<file path="src/rtl/dma_pkg.sv">
// Shared definitions for the DMA bus requester.
//   - state_t : requester FSM states
//   - ADDR_W / DATA_W / CNT_W : default address, data and count widths
package dma_pkg;

  localparam int ADDR_W = 8;
  localparam int DATA_W = 8;
  localparam int CNT_W  = 8;

  typedef enum logic [2:0] {
    IDLE = 3'd0,
    REQ  = 3'd1,
    RD   = 3'd2,
    WR   = 3'd3,
    FIN  = 3'd4
  } state_t;

endpackage

</file>
<file path="src/rtl/dma_bus_requester.sv">
// DMA-side bus master. It requests the shared data bus, then copies a block
// of words from src to dst one word at a time (read, then write) through a
// one-word buffer. If the grant drops, it yields at once and resumes at the
// interrupted access; a buffered word is written without being re-read.
//
// Ports:
//   clk, rst_n           clock, asynchronous active-low reset
//   start                begin a transfer (sampled only in IDLE)
//   src_addr, dst_addr   first source / destination address
//   count                number of words to move
//   bus_req, bus_grant   request to / grant from the bus controller
//   mem_addr, mem_rd, mem_wr, mem_wdata, mem_rdata, mem_ready
//                        memory port; an access completes on mem_ready
//   busy                 transfer in progress (REQ/RD/WR)
//   done                 one-cycle completion pulse
//   remaining            words still to move
module dma_bus_requester #(
  parameter int ADDR_W = dma_pkg::ADDR_W,
  parameter int DATA_W = dma_pkg::DATA_W,
  parameter int CNT_W  = dma_pkg::CNT_W
) (
  input  logic              clk,
  input  logic              rst_n,
  input  logic              start,
  input  logic [ADDR_W-1:0] src_addr,
  input  logic [ADDR_W-1:0] dst_addr,
  input  logic [CNT_W-1:0]  count,
  output logic              bus_req,
  input  logic              bus_grant,
  output logic [ADDR_W-1:0] mem_addr,
  output logic              mem_rd,
  output logic              mem_wr,
  output logic [DATA_W-1:0] mem_wdata,
  input  logic [DATA_W-1:0] mem_rdata,
  input  logic              mem_ready,
  output logic              busy,
  output logic              done,
  output logic [CNT_W-1:0]  remaining
);
  import dma_pkg::*;

  state_t            state_reg, state_next;
  logic [ADDR_W-1:0] src_reg, src_next;
  logic [ADDR_W-1:0] dst_reg, dst_next;
  logic [CNT_W-1:0]  rem_reg, rem_next;
  logic [DATA_W-1:0] buf_reg, buf_next;
  // Set once a word sits in the buffer but has not been written yet, so a
  // re-grant goes straight back to WR.
  logic              resume_wr_reg, resume_wr_next;

  always_ff @(posedge clk or negedge rst_n) begin
    if (!rst_n) begin
      state_reg     <= IDLE;
      src_reg       <= '0;
      dst_reg       <= '0;
      rem_reg       <= '0;
      buf_reg       <= '0;
      resume_wr_reg <= 1'b0;
    end else begin
      state_reg     <= state_next;
      src_reg       <= src_next;
      dst_reg       <= dst_next;
      rem_reg       <= rem_next;
      buf_reg       <= buf_next;
      resume_wr_reg <= resume_wr_next;
    end
  end

  always_comb begin
    state_next     = state_reg;
    src_next       = src_reg;
    dst_next       = dst_reg;
    rem_next       = rem_reg;
    buf_next       = buf_reg;
    resume_wr_next = resume_wr_reg;
    bus_req        = 1'b0;
    mem_rd         = 1'b0;
    mem_wr         = 1'b0;
    mem_addr       = '0;
    mem_wdata      = '0;
    busy           = 1'b0;
    done           = 1'b0;

    unique case (state_reg)
      IDLE: begin
        if (start) begin
          if (count != '0) begin
            src_next       = src_addr;
            dst_next       = dst_addr;
            rem_next       = count;
            resume_wr_next = 1'b0;
            state_next     = REQ;
          end else begin
            // Empty block: report completion without touching the bus.
            state_next = FIN;
          end
        end
      end

      REQ: begin
        bus_req = 1'b1;
        busy    = 1'b1;
        if (bus_grant) state_next = resume_wr_reg ? WR : RD;
      end

      RD: begin
        bus_req  = 1'b1;
        busy     = 1'b1;
        mem_rd   = bus_grant;
        mem_addr = src_reg;
        // Losing the grant wins over a simultaneous mem_ready.
        if (!bus_grant) begin
          state_next = REQ;
        end else if (mem_ready) begin
          buf_next       = mem_rdata;
          resume_wr_next = 1'b1;
          state_next     = WR;
        end
      end

      WR: begin
        bus_req   = 1'b1;
        busy      = 1'b1;
        mem_wr    = bus_grant;
        mem_addr  = dst_reg;
        mem_wdata = buf_reg;
        if (!bus_grant) begin
          state_next = REQ;
        end else if (mem_ready) begin
          src_next       = src_reg + 1'b1;
          dst_next       = dst_reg + 1'b1;
          rem_next       = rem_reg - 1'b1;
          resume_wr_next = 1'b0;
          state_next     = (rem_reg == CNT_W'(1)) ? FIN : RD;
        end
      end

      FIN: begin
        done       = 1'b1;
        state_next = IDLE;
      end

      default: state_next = IDLE;
    endcase
  end

  assign remaining = rem_reg;

endmodule

</file>
<file path="config.mk">
export PLATFORM = sky130hd
export DESIGN_NAME = dma_bus_requester
export DESIGN_NICKNAME = d
export VERILOG_FILES = /design/src/rtl/dma_pkg.sv /design/src/rtl/dma_bus_requester.sv
export SDC_FILE = /design/constraint.sdc
export NUM_CORES = 1
export LEC_CHECK = 0
export BUFFER_PORTS_ARGS = -buffer_cell sky130_fd_sc_hd__buf_2
export CAP_MARGIN = 20
export CORE_MARGIN = 5
export CORE_UTILIZATION = 35
export CTS_CLUSTER_SIZE = 12
export DETAILED_ROUTE_END_ITERATION = 7
export GPL_TIMING_DRIVEN = 0
export HOLD_SLACK_MARGIN = 0.15
export PLACE_DENSITY = 0.6
export SYNTH_ARGS = -nofsm -noshare
export SYNTH_HDL_FRONTEND = slang
export SYNTH_SLANG_ARGS = --single-unit
</file>
<file path="constraint.sdc">
create_clock -name clk -period 3.6 [get_ports clk]
set_clock_uncertainty 0.05 [all_clocks]
set_input_delay 0.36 -clock clk [delete_from_list [all_inputs] [get_ports clk]]
set_output_delay 0.36 -clock clk [all_outputs]
set_load 0.05 [all_outputs]
</file>
# --- After elaboration in Yosys (flattened, before gate mapping) ---
# Index checks and enable logic that the tools add are counted.
totals:
  in_bits: 37
  regBits: 36
  output_inout_bits: 29
  elab_cells: 70
op_classes:
  n_eq_ne: 14
  n_addsub: 3
  muxes: 38
  n_reduce_logical: 9
op_table:
  columns: ["op", "count"]
  rows:
  - ["8-bit 2-to-1 mux", 13]
  - ["8-bit one-hot mux with 2 select lines", 4]
  - ["3-bit 2-to-1 mux", 8]
  - ["8-bit by 1-bit adder with 8-bit output (second input constant)", 2]
  - ["2-bit != test (second input constant)", 7]
  - ["3-bit one-hot mux with 4 select lines", 1]
  - ["1-bit 2-to-1 mux", 11]
  - ["8-bit by 1-bit equality test with 1-bit output (second input constant)", 1]
  - ["8-bit nonzero test", 1]
  - ["8-bit by 1-bit subtractor with 8-bit output (second input constant)", 1]
  - ["7-bit AND reduction", 1]
  - ["3-bit by 2-bit equality test with 1-bit output (second input constant)", 2]
  - ["3-bit != test (second input constant)", 2]
  - ["5-bit AND reduction", 1]
  - ["4-bit AND reduction", 1]
  - ["3-bit by 1-bit equality test with 1-bit output (second input constant)", 1]
  - ["3-bit equality test (second input constant)", 1]
  - ["3-bit zero test", 1]
  - ["1-bit one-hot mux with 3 select lines", 1]
  - ["3-bit AND reduction", 1]
  - ["3-bit nonzero test", 1]
  - ["3-bit OR reduction", 1]
  - ["2-bit nonzero test", 1]

# --- Logic depth before layout (Yosys ltp) ---
# Gate-level depths: netlist of the first run.
depth:
  ltp_word: 5
  mapped_depth: 8
  mapped_depth_nobuf: 6

# --- Worst setup path after synthesis of the first run ---
# No wires, ideal clock.
synth_path:
  path_kind: "register -> register"
  startpoint: "reg state_reg[2]"
  endpoint: "reg buf_reg[0]"
  arrival_time_ps: 2105
  period_less_slack_ps: 2280
  path_stages_with_launch: 7
  setup_time_ps: 125
  slack_ps: 1320
  path_cell_list: "dfrtp_1 buf_2 nand2b_1 buf_2 nor3b_2 nand2_2 mux2_2"
synth_via:
  elab_chain_cells: 2
synth_rtl:
  columns: ["item", "line", "text"]
  rows:
  - ["start, declared", "dma_bus_requester.sv:42", "state_t state_reg, state_next;"]
  - ["start signal, assigned", "dma_bus_requester.sv:60", "state_reg <= state_next;"]
  - ["3-bit by 2-bit equality test with 1-bit output", "dma_bus_requester.sv:84", "unique case (state_reg)"]
  - ["3-bit AND reduction (no source line)", null, null]
  - ["end signal, assigned", "dma_bus_requester.sv:64", "buf_reg <= buf_next;"]
  - ["end, declared", "dma_bus_requester.sv:46", "logic [DATA_W-1:0] buf_reg, buf_next;"]
# No other way between the ends.
# A chain may end at the register's enable or synchronous reset.

# --- Final worst setup path of the first run ---
layout_path:
  startpoint: "reg state_reg[2]"
  endpoint: "out mem_wdata[4]"
layout_via:
  elab_chain_cells: 2
layout_rtl:
  columns: ["item", "line", "text"]
  rows:
  - ["3-bit by 2-bit equality test with 1-bit output", "dma_bus_requester.sv:84", null]
  - ["8-bit 2-to-1 mux", "dma_bus_requester.sv:84", null]
  - ["end, declared", "dma_bus_requester.sv:33", "output logic [DATA_W-1:0] mem_wdata,"]
# No other way between the ends.

==> impl_summary.txt, run 1 <==
----------------------------------------------------
[Layout]
  Filler cell count ... 636
  Antenna diode count ... 0
  Proportion of layout cells with a drive suffix above 1 ... 32.4%
  Final non-filler cell area ... 2890 sq um
  Number of nets in the layout ... 364
  Area grow syn2layout ... 22.9%

[Logic synthesis]
  Leading post-synthesis cells by instance count ... 36 x dfrtp_1, 21 x a21oi_1, 19 x nor2_1
  Cell area after technology mapping ... 2350 sq um
  Post-synthesis xor/xnor area fraction ... 0%
  Post-synth EDFFs ... 0
  Synthesized area per cell ... 9.36 sq um
  Yosys reg bits ... 36
  Fraction of the mapped netlist area in adder cells ... 2.13%
  Gate count of the mapped netlist ... 251
  Async set or reset register ratio after synthesis ... 100%
  Most common cell in the synthesized netlist ... dfrtp_1
  Post-synthesis sequential area ratio ... 38.4%
  Yosys warning count ... 0
  Area fraction of the dominant cell type after synthesis ... 38.4%
  Complex-gate fraction of the synthesized area ... 22.0%
  Synthesized Nets ... 292
  Post-synth cell types ... 52
  Portion of netlist area occupied by mux cells ... 8.52%
  Most used flip-flop cell after synthesis ... dfrtp_1
  Area fraction in and, or, nand and nor cells after synthesis ... 22.5%
  Post-synth top area cell ... dfrtp_1
  Dominant cells by area after synthesis ... dfrtp_1 38%, mux2i_1 4.7%, a21oi_1 4.5%
  Dominant combinational cell family by area after synthesis ... simple AND/OR/NAND/NOR gates

[Power]
  Comb power frac ... 58.2%
  Lkg Pwr ... 1.34 nW
  Total power divided by cell area ... 943 nW/um^2
  VDD IR max ... 0.000377 V
  Sequential share of power ... 28.4%
  Power dissipated by switching net loads ... 1.40 mW
  Overall power ... 2.72 mW
  Switching part of the total ... 51.4%
  Clock Power Share ... 13.4%
  Internal power contribution ... 1.32 mW

[Timing]
  Setup repair after global routing missed its margin ... false
  Post-route setup TNS ... 0 ns
  Slew headroom ... 44.3%
  Measured slew at the worst slew-check pin ... 0.836 ns
  Number of setup violations in the final report ... 0
  Minimum clock period after layout ... 2.45 ns
  Slew Limit Fails ... 0
  Highest clock frequency the design can meet ... 0.409 GHz
  Crit share post-route ... 68.0%
  Final Hold Vio Count ... 0

[Die]
  Die width ... 91.9 microns
  Floorplan core area ... 6420 sq um
  I/O pin cnt ... 66
  Floorplan row count ... 29
  Initial standard-cell utilization of the core ... 36.6%
  Die Span Y ... 91.9 microns
  Area of the die ... 8450 sq um

[Critical path]
  Critical path startpoint category ... flip-flop
  Worst path required time ... 3.19 ns
  Worst reg2reg path startpoint ... remaining[3]$_DFFE_PN0P_
  Depth of the worst register-to-register path ... 4
  Worst EP arrival ... 2.04 ns
  R2r endpoint ... state_reg[1]$_DFFE_PN0P_
  Worst setup path class ... flip-flop to output port
  Max FO, Critical Path ... 10
  R2r setup slk ... 1.59 ns
  Endpoint type of the worst setup path ... output port

[Global routing]
  Remaining Overflow, GRT ... 0
  Antenna violations before repair ... 0
  First-pass GRT wire length ... 11.3 mm
  Global routing usage summed across all routing layers ... 16.6%
  Via count of the first global-routing pass ... 2170
  Maximum number of pins on one net before global-route repair ... 37

[Routing]
  Antenna violation net count after detailed routing ... 0
  DRT Pass-1 Iters ... 5
  Vias after detailed routing ... 2238
  Wire per inst ... 17.5 microns
  Detailed-route wire length ... 7.00 mm
  First-iteration detailed-routing DRC count ... 174
  Number of remaining DRC errors ... 0
  Ratio of routed vias to standard cells ... 5.58

[Run]
  Number of max-cap violations ... 0

[Clocking]
  Worst-case clock buffer depth ... 2
  Clock edge transition at the registers on the reported setup and hold paths ... 0.08 ns
  Clock latency on the worst-skew pair ... 0.29 ns
  Sinks on Clock Net ... 36
  CTS root buf ... clkbuf_8
  # H-tree levels ... 2
  Number of buffers created by CTS ... 5
  Post-cts resize count ... 0
  TritonCTS clock tree ... built

[Status]
  Status ... finished, final reports clean

[Placement]
  Detailed placement HPWL ... 5.10 mm
  Placer Congestion ... 0.836
  Placed cell areas ... 2770 sq um
  Number of port buffers ... 64

[Hold path]
  Hold Path Stages ... 3
  Beginning of the worst hold path ... src_addr[4]
  Worst Hold Endpoint ... src_reg[4]$_DFFE_PN0P_
  Hold Path Class ... primary input to flip-flop

----------------------------------------------------
-- what timing repair did --
| action | in CTS | in global routing |
|---|---|---|
| hold buffers | 1 | 0 |
| hold endpoints to repair | 34 | 0 |
| buffers inserted | 0 | 0 |
-- kinds of logic (layout without fill, tap and decap cells) --
family / after synthesis / count (layout)
AO/OA/AOI/OAI: 73 / 73
adder cells (fa/ha/maj): 4 / 4
buffers and inverters: 28 / 101
flip-flops: 36 / 36
multiplexers: 19 / 19
AND/OR/NAND/NOR: 91 / 91
-- cell usage in the layout (no fill, tap or decap), drive strengths merged, types with 2 or more instances in the layout --
cell type   n
a211oi      2
a21boi      2
a21oi      21
a221o       2
a221oi      3
a311oi      7
a31oi       6
and2       13
and3        4
and3b       3
and4        3
buf        79
clkbuf      9
dfrtp      36
ha          4
inv         9
mux2        8
mux2i      11
nand2      18
nand2b      3
nand3       8
nand4       2
nand4b      2
nor2       19
nor3        4
nor3b       3
nor4        3
nor4b       2
o211ai      3
o21ai       8
o221a       2
o22ai       9
or4         2
-- critical path, stage by stage, from the launching register on --
cell	delay, ns
dfrtp_1	0.36
buf_2	0.17
and3b_1	0.22
buf_4	0.16
clkbuf_1	0.38
and2_1	0.19
buf_2	0.25
-- worst max path at each step --
stage,cells past startpoint,from,end,slack [ns]
6_report,6,state_reg[2]$_DFFE_PN0P_,mem_wdata[4],1.15
5_1_grt,6,state_reg[2]$_DFFE_PN0P_,mem_wdata[6],1.08
4_1_cts,6,state_reg[2]$_DFFE_PN0P_,mem_wdata[4],1.17
3_5_place_dp,5,count[6],dst_reg[5]$_DFFE_PN0P_,1.45
3_3_place_gp,6,state_reg[2]$_DFFE_PN0P_,mem_wdata[5],1.49
2_1_floorplan,6,state_reg[2]$_DFFE_PN0P_,buf_reg[0]$_DFFE_PN0P_,1.32
-- per-layer routing --
metal  vias to the layer above  track usage [%]  wire length (microns)
met2                        79             26.9                   3360
met3                        10             3.11                    317
met4                         0             4.95                     80
li1                       1084                -                      -
met1                      1065             22.5                   3240
met5                         -                0                      0
-- area by class of cell --
class / count / area, sq um / share of cell area, %
multi-input cells: 187 / 1300 / 44.9
well taps: 77 / 96.3 / 3.34
plain buffers: 19 / 118 / 4.07
repair buffers: 65 / 330 / 11.4
inverters: 9 / 33.8 / 1.17
flip-flops and latches: 36 / 901 / 31.2
clock buffers: 5 / 68.8 / 2.38
clock inverters: 3 / 42.5 / 1.47
-- per-stage QoR --
stage | util (%) | hold slack (ns) | setup slack (ns) | instances
3_5_place_dp | 43.1 | 0.435 | 1.45 | 392
4_1_cts | 44.9 | 0.237 | 1.17 | 401
5_1_grt | 44.9 | 0.232 | 1.08 | 401
2_1_floorplan | - | 0.0144 | 1.32 | 251
6_report | 44.9 | 0.237 | 1.15 | 401
3_3_place_gp | 43.1 | 0.429 | 1.49 | 392
-- power by group through the flow --
stage	registers (mW)	clock network [mW]	logic, mW
after global placement	0.768	0	1.57
after global routing	0.802	0.392	1.71
final	0.773	0.364	1.59
after floorplan	0.873	0	1.09
after detailed placement	0.771	0	1.59
after CTS	0.765	0.370	1.59
Power figures use the tool's default switching activity.
==> run 2, diff against run 1 <==
Clock period 3.6 ns to 2.4 ns, I/O delays scaled along.
==> impl_summary.txt, run 2 (synthesized netlist as in run 1, its figures left out) <==
----------------------------------------------------
[Routing]
  First-iteration detailed-routing DRC count ... 170 (-2.3%)
  Ratio of routed vias to standard cells ... 5.51 (-1.2%)
  Number of remaining DRC errors ... 0 (unchanged)
  DRT Pass-1 Iters ... 4 (-1)
  Vias after detailed routing ... 2288 (+2.2%)
  Antenna violation net count after detailed routing ... 0 (unchanged)
  Wire per inst ... 17.2 microns (-1.4%)
  Detailed-route wire length ... 7.14 mm (+2.0%)

[Power]
  Lkg Pwr ... 1.40 nW (+4.4%)
  Total power divided by cell area ... 1360 nW/um^2 (+44%)
  VDD IR max ... 0.000590 V (+57%)

[Layout]
  Number of nets in the layout ... 378 (+3.8%)
  Antenna diode count ... 0 (unchanged)
  Filler cell count ... 624 (-1.9%)
  Final non-filler cell area ... 3030 sq um (+4.9%)
  Commonest cells after routing, fill and taps aside ... 71 x buf_2, 36 x dfrtp_1, 21 x a21oi_1
  Area grow syn2layout ... 28.9%
  Proportion of layout cells with a drive suffix above 1 ... 31.1% (-1.3 points)
  Most common cell after layout, fill and taps aside ... buf_2

[Timing]
  Final Hold Vio Count ... 0 (unchanged)
  Crit share post-route ... 96.0%
  Highest clock frequency the design can meet ... 0.434 GHz
  Slew headroom ... 44.2% (-0.045 points)
  Number of setup violations in the final report ... 0 (unchanged)
  Post-route setup TNS ... 0 ns (unchanged)
  Minimum clock period after layout ... 2.30 ns
  Measured slew at the worst slew-check pin ... 0.836 ns (+0.000676 ns)
  Setup repair after global routing missed its margin ... false
  Slew Limit Fails ... 0 (unchanged)

[Die]
  I/O pin cnt ... 66 (unchanged)
  Area of the die ... 8450 sq um (unchanged)
  Die Span Y ... 91.9 microns (unchanged)
  Floorplan core area ... 6420 sq um (unchanged)
  Die width ... 91.9 microns (unchanged)
  Initial standard-cell utilization of the core ... 36.6% (unchanged)
  Floorplan row count ... 29 (unchanged)

[Placement]
  Number of port buffers ... 64 (unchanged)
  Placed cell areas ... 2770 sq um (unchanged)
  Detailed placement HPWL ... 5.10 mm (unchanged)
  Placer Congestion ... 0.836 (unchanged)

[Critical path]
  Worst path required time ... 2.11 ns (-1.08 ns)
  Worst setup path class ... flip-flop to output port
  Endpoint type of the worst setup path ... output port
  Critical path buffer and inverter count ... 4 (unchanged)
  Max incr delay on CP ... 0.36 ns (-0.02 ns)
  Worst EP arrival ... 2.01 ns (-0.03 ns)
  Category of cells accounting for the largest share of critical-path delay ... buffers and inverters
  Cells along the critical path ... buf_2 -> and3b_1 -> buf_4 -> clkbuf_1 -> and2_1 -> buf_2
  Max FO, Critical Path ... 10 (unchanged)
  Depth of the worst register-to-register path ... 4 (unchanged)
  Most frequent CP cell ... buf_2
  Critical path startpoint category ... flip-flop
  Slowest cell on the critical path ... dfrtp_1
  R2r setup slk ... 0.39 ns (-1.20 ns)
  R2r endpoint ... state_reg[1]$_DFFE_PN0P_
  Worst reg2reg path startpoint ... remaining[3]$_DFFE_PN0P_

[Clocking]
  Worst-case clock buffer depth ... 2 (unchanged)
  Clock latency on the worst-skew pair ... 0.29 ns (about the same)
  TritonCTS clock tree ... built
  Post-CTS Setup Inserts ... 0 (unchanged)
  Clock edge transition at the registers on the reported setup and hold paths ... 0.08 ns (about the same)
  # H-tree levels ... 2 (unchanged)
  CTS root buf ... clkbuf_8
  Sinks on Clock Net ... 36 (unchanged)
  Number of buffers created by CTS ... 5 (unchanged)

[Hold path]
  Hold Path Stages ... 3 (unchanged)
  Worst Hold Endpoint ... src_reg[1]$_DFFE_PN0P_
  Beginning of the worst hold path ... src_addr[1]
  Hold Path Class ... primary input to flip-flop

[Run]
  Number of max-cap violations ... 0 (unchanged)

[Status]
  Status ... finished, final reports clean

[Global routing]
  First-pass GRT wire length ... 11.6 mm (+3.3%)
  Via count of the first global-routing pass ... 2242 (+3.3%)
  Remaining Overflow, GRT ... 0 (unchanged)
  Global routing usage summed across all routing layers ... 17.2% (+0.57 points)
  Antenna violations before repair ... 0 (unchanged)
  Maximum number of pins on one net before global-route repair ... 37 (unchanged)

----------------------------------------------------
==> run 2: changes by cell type in the layout (fill, tap and decap cells not counted) <==
cell,previous run,this run
dlygate4sd3_1,1,15
==> run 2: cell type report <==
type	count	area [sq um]	area share, %
inverter	9	33.8	1.12
timing repair buffer	79	470	15.5
multi-input combinational	187	1300	42.8
clock buffer	5	68.8	2.27
tap	77	96.3	3.18
sequential	36	901	29.8
clock inverter	3	42.5	1.41
buffer	19	118	3.89
==> run 2: what timing repair did <==
action / in CTS / in global routing
resized for setup: 0 / 0
hold endpoints to repair: 50 / 0
hold buffers: 15 / 0
==> run 2: worst max-delay path by stage <==
stage / start / endpoint / cells past startpoint
floorplan: state_reg[2]$_DFFE_PN0P_ / buf_reg[0]$_DFFE_PN0P_ / 6
global placement: state_reg[2]$_DFFE_PN0P_ / mem_wdata[5] / 6
detailed placement: count[6] / dst_reg[5]$_DFFE_PN0P_ / 5
CTS: state_reg[2]$_DFFE_PN0P_ / mem_wdata[4] / 6
global route: state_reg[2]$_DFFE_PN0P_ / mem_wdata[0] / 6
finish: state_reg[2]$_DFFE_PN0P_ / mem_wdata[4] / 6
==> run 2: per-stage QoR <==
stage	hold slack, ns	worst slack [ns]	utilization (%)	total power, mW	instances
floorplan	-0.106	0.120	-	2.94	251
global placement	0.348	0.413	43.1	3.51	392
detailed placement	0.334	0.372	43.1	3.54	392
CTS	0.156	0.0889	47.1	4.10	415
global route	0.173	0.00410	47.1	4.37	415
finish	0.159	0.0955	47.1	4.10	415
==> run 2: where the power goes <==
| part | internal (mW) | switching [mW] |
|---|---|---|
| logic | 0.805 | 1.59 |
| clock network | 0.308 | 0.241 |
| registers | 0.888 | 0.269 |
==> run 2: worst min-delay path, delay by kind of cell <==
kind	cells	cell delay, ns
and+or+nand+nor	1	0.05
AOI/OAI and AO/OA	1	0.07
buffers and inverters	1	0.10
==> run 2: layer usage <==
metal  GRT usage [%]  vias to the layer above  part of all wire, %  wire (microns)
met2            28.1                       60                   49            3500
li1                -                     1110                    -               -
met3            3.03                        7                  4.7             335
met4            5.32                        0                  1.1              76
met5               0                        -                    0               0
met1            23.1                     1111                   45            3230
==> run 3, diff against run 2 <==
Settings changed: ABC_AREA set to 1, PLACE_DENSITY 0.6 to unset, PLACE_DENSITY_LB_ADDON set to 0.2.
==> impl_summary.txt, run 3 <==
----------------------------------------------------
[Global routing]
  Peak-usage layer in the global routing report ... met2
  First-pass GRT wire length ... 11.5 mm (-1.1%)
  Met3 routing resource usage after global routing ... 4.06% (+1.0 points)
  Global-route met1 utilization ... 23.0% (-0.082 points)
  Met2 track utilization from global routing ... 25.9% (-2.2 points)
  Antenna violations before repair ... 0 (unchanged)
  Global routing usage summed across all routing layers ... 16.5% (-0.62 points)
  Maximum number of pins on one net before global-route repair ... 37 (unchanged)
  Remaining Overflow, GRT ... 0 (unchanged)
  Via count of the first global-routing pass ... 2421 (+8.0%)

[Logic synthesis]
  Post-synth cell types ... 25 (-52%)
  Gate count of the mapped netlist ... 367 (+46%)
  Synthesized Nets ... 408 (+40%)
  Synthesized area per cell ... 6.51 sq um (-30%)
  Leading post-synthesis cells by instance count ... 132 x nand2_1, 47 x inv_1, 36 x dfrtp_1
  Cell area after technology mapping ... 2390 sq um (+1.8%)
  Async set or reset register ratio after synthesis ... 100% (unchanged)
  Most common cell in the synthesized netlist ... nand2_1
  Area fraction of the dominant cell type after synthesis ... 37.7% (-0.66 points)
  Post-synth top area cell ... dfrtp_1
  Most used flip-flop cell after synthesis ... dfrtp_1
  Post-synth EDFFs ... 0 (unchanged)
  Post-synthesis sequential area ratio ... 37.7% (-0.66 points)
  Dominant cells by area after synthesis ... dfrtp_1 38%, nand2_1 21%, inv_1 7.4%
  Yosys reg bits ... 36 (unchanged)
  Yosys warning count ... 0 (unchanged)

[Hold path]
  Hold Path Stages ... 5 (+2)
  Worst Hold Endpoint ... src_reg[6]$_DFFE_PN0P_
  Hold Path Class ... primary input to flip-flop
  Beginning of the worst hold path ... src_addr[6]

[Timing]
  Highest clock frequency the design can meet ... 0.458 GHz (+5.5%)
  Number of setup violations in the final report ... 0 (unchanged)
  Setup repair after global routing missed its margin ... false
  Slew headroom ... 42.0% (-2.3 points)
  Crit share post-route ... 91.0% (-5.0 points)
  Final Hold Vio Count ... 0 (unchanged)
  Measured slew at the worst slew-check pin ... 0.871 ns (+0.0341 ns)
  Minimum clock period after layout ... 2.18 ns (-0.120 ns)
  Slew Limit Fails ... 0 (unchanged)
  Post-route setup TNS ... 0 ns (unchanged)
  Final-layout worst hold slack ... 0.186 ns (+0.0272 ns)

[Clocking]
  TritonCTS clock tree ... built
  Worst-case clock buffer depth ... 2 (unchanged)
  Clock latency on the worst-skew pair ... 0.30 ns (about the same)
  Number of buffers created by CTS ... 5 (unchanged)
  # H-tree levels ... 2 (unchanged)
  Clock edge transition at the registers on the reported setup and hold paths ... 0.08 ns (about the same)
  CTS root buf ... clkbuf_8
  Sinks on Clock Net ... 36 (unchanged)
  Post-CTS Setup Inserts ... 0 (unchanged)

[Critical path]
  Worst reg2reg path startpoint ... state_reg[2]$_DFFE_PN0P_
  Worst setup path class ... flip-flop to output port
  Depth of the worst register-to-register path ... 7 (+3)
  R2r endpoint ... buf_reg[3]$_DFFE_PN0P_
  R2r setup slk ... 0.76 ns (+0.37 ns)
  Worst path required time ... 2.11 ns (about the same)
  Max FO, Critical Path ... 10 (unchanged)
  Worst EP arrival ... 1.89 ns (-0.12 ns)
  Endpoint type of the worst setup path ... output port
  Critical path startpoint category ... flip-flop

[Die]
  Die width ... 92.6 microns (+0.78%)
  Floorplan core area ... 6720 sq um (+4.6%)
  Floorplan row count ... 30 (+3.4%)
  I/O pin cnt ... 66 (unchanged)
  Initial standard-cell utilization of the core ... 35.6% (-1.0 points)
  Die Span Y ... 92.6 microns (+0.78%)
  Area of the die ... 8580 sq um (+1.6%)

[Power]
  Comb power frac ... 60.7% (+2.3 points)
  Power dissipated by switching net loads ... 2.36 mW (+12%)
  Lkg Pwr ... 1.67 nW (+19%)
  VDD IR max ... 0.000459 V (-22%)
  Total power divided by cell area ... 1440 nW/um^2 (+6.2%)
  Internal power contribution ... 1.99 mW (-0.59%)
  Clock Power Share ... 12.7% (-0.7 points)
  Switching part of the total ... 54.3% (+3.0 points)
  Sequential share of power ... 26.6% (-1.6 points)

[Routing]
  Detailed-route wire length ... 6.80 mm (-4.8%)
  Antenna violation net count after detailed routing ... 0 (unchanged)
  First-iteration detailed-routing DRC count ... 120 (-29%)
  DRT Pass-1 Iters ... 4 (unchanged)
  Vias after detailed routing ... 2529 (+11%)
  Number of remaining DRC errors ... 0 (unchanged)
  Wire per inst ... 12.8 microns (-25%)
  Ratio of routed vias to standard cells ... 4.78 (-13%)

[Placement]
  Number of port buffers ... 65 (+1.6%)
  Detailed placement HPWL ... 4.96 mm (-2.7%)
  Placer Congestion ... 0.853 (+2.0%)

[Layout]
  Commonest cells after routing, fill and taps aside ... 132 x nand2_1, 67 x buf_2, 47 x inv_1
  Most common cell after layout, fill and taps aside ... nand2_1
  Number of nets in the layout ... 489 (+29%)
  Area grow syn2layout ... 26.3%
  Antenna diode count ... 0 (unchanged)
  Proportion of layout cells with a drive suffix above 1 ... 21.6% (-9.5 points)

[Status]
  Status ... finished, final reports clean

[Run]
  Number of max-cap violations ... 0 (unchanged)

----------------------------------------------------
-- run 3: cell types whose count changed in the layout (fill, tap and decap cells not counted), moves of 7 or more --
cell / delta
a21oi_1: -20
a311oi_1: -7
and2_1: -12
inv_1: +38
mux2_2: -8
mux2i_1: -11
nand2_1: +115
nand3_1: +21
nor2_1: +13
o21ai_0: +19
o21ai_1: +16
-- run 3: logic make-up (layout without fill, tap and decap cells) --
group	after synthesis	count (layout)	share of synthesized area [%]
simple gates	213	213	37.6
buf+inv	62	144	11.3
compound gates	52	52	11.4
flops	36	36	37.7
fa+ha+maj	4	4	2.09
-- run 3: cell type report --
cell class / count / area (sq um)
Clock inverter: 3 / 42.5
Timing Repair Buffer: 74 / 415
Multi-Input combinational cell: 269 / 1220
Fill cell: 748 / 3700
Sequential cell: 36 / 901
Inverter: 50 / 188
Tap cell: 80 / 100
Buffer: 12 / 83.8
Clock buffer: 5 / 68.8
-- run 3: per-stage QoR --
stage	utilization (%)	total power, mW	worst slack (ns)	cell area, sq um	cells
final	44.9	4.35	0.216	3020	529
after detailed placement	41.9	3.81	0.462	2820	512
after global placement	41.9	3.78	0.458	2820	512
after floorplan	-	3.15	0.254	2390	367
after global routing	44.9	4.75	0.0639	3020	529
after CTS	44.9	4.38	0.126	3020	529
-- run 3: worst max-delay path by stage --
stage	start	to	slack (ns)	cells after the start
3_3_place_gp	state_reg[1]$_DFFE_PN0P_	mem_addr[4]	0.46	6
4_1_cts	state_reg[1]$_DFFE_PN0P_	mem_addr[0]	0.13	6
3_5_place_dp	state_reg[1]$_DFFE_PN0P_	mem_addr[0]	0.46	6
5_1_grt	state_reg[1]$_DFFE_PN0P_	mem_addr[4]	0.06	6
6_report	state_reg[1]$_DFFE_PN0P_	mem_addr[4]	0.22	6
2_1_floorplan	state_reg[2]$_DFFE_PN0P_	mem_addr[5]	0.25	5
-- run 3: what timing repair did --
action                                  4_1_cts  5_1_grt
resized for setup                             0        4
hold buffers                                  9        0
endpoints found under the setup margin        0        4
hold endpoints to repair                     44        0
-- run 3: power by group through the flow --
stage	clock, mW	sequential [mW]	combinational [mW]
2_1_floorplan	0	1.33	1.82
3_3_place_gp	0	1.16	2.62
3_5_place_dp	0	1.16	2.65
4_1_cts	0.560	1.15	2.67
5_1_grt	0.586	1.21	2.95
6_report	0.553	1.16	2.64
-- run 3: critical path, stage by stage (launching register included) --
cell      delay [ns]
dfrtp_1         0.41
nand2_1         0.11
nor2_4          0.19
inv_2           0.12
clkbuf_2        0.23
o22ai_1         0.23
buf_2           0.30
-- run 3: metal layers --
metal  part of all wire, %  routed length (microns)  vias to the layer above
met5                     0                        0                        -
met4                  0.63                       43                        0
met3                   7.5                      513                        5
met2                    46                     3120                       68
met1                    46                     3120                     1133
li1                      -                        -                     1323
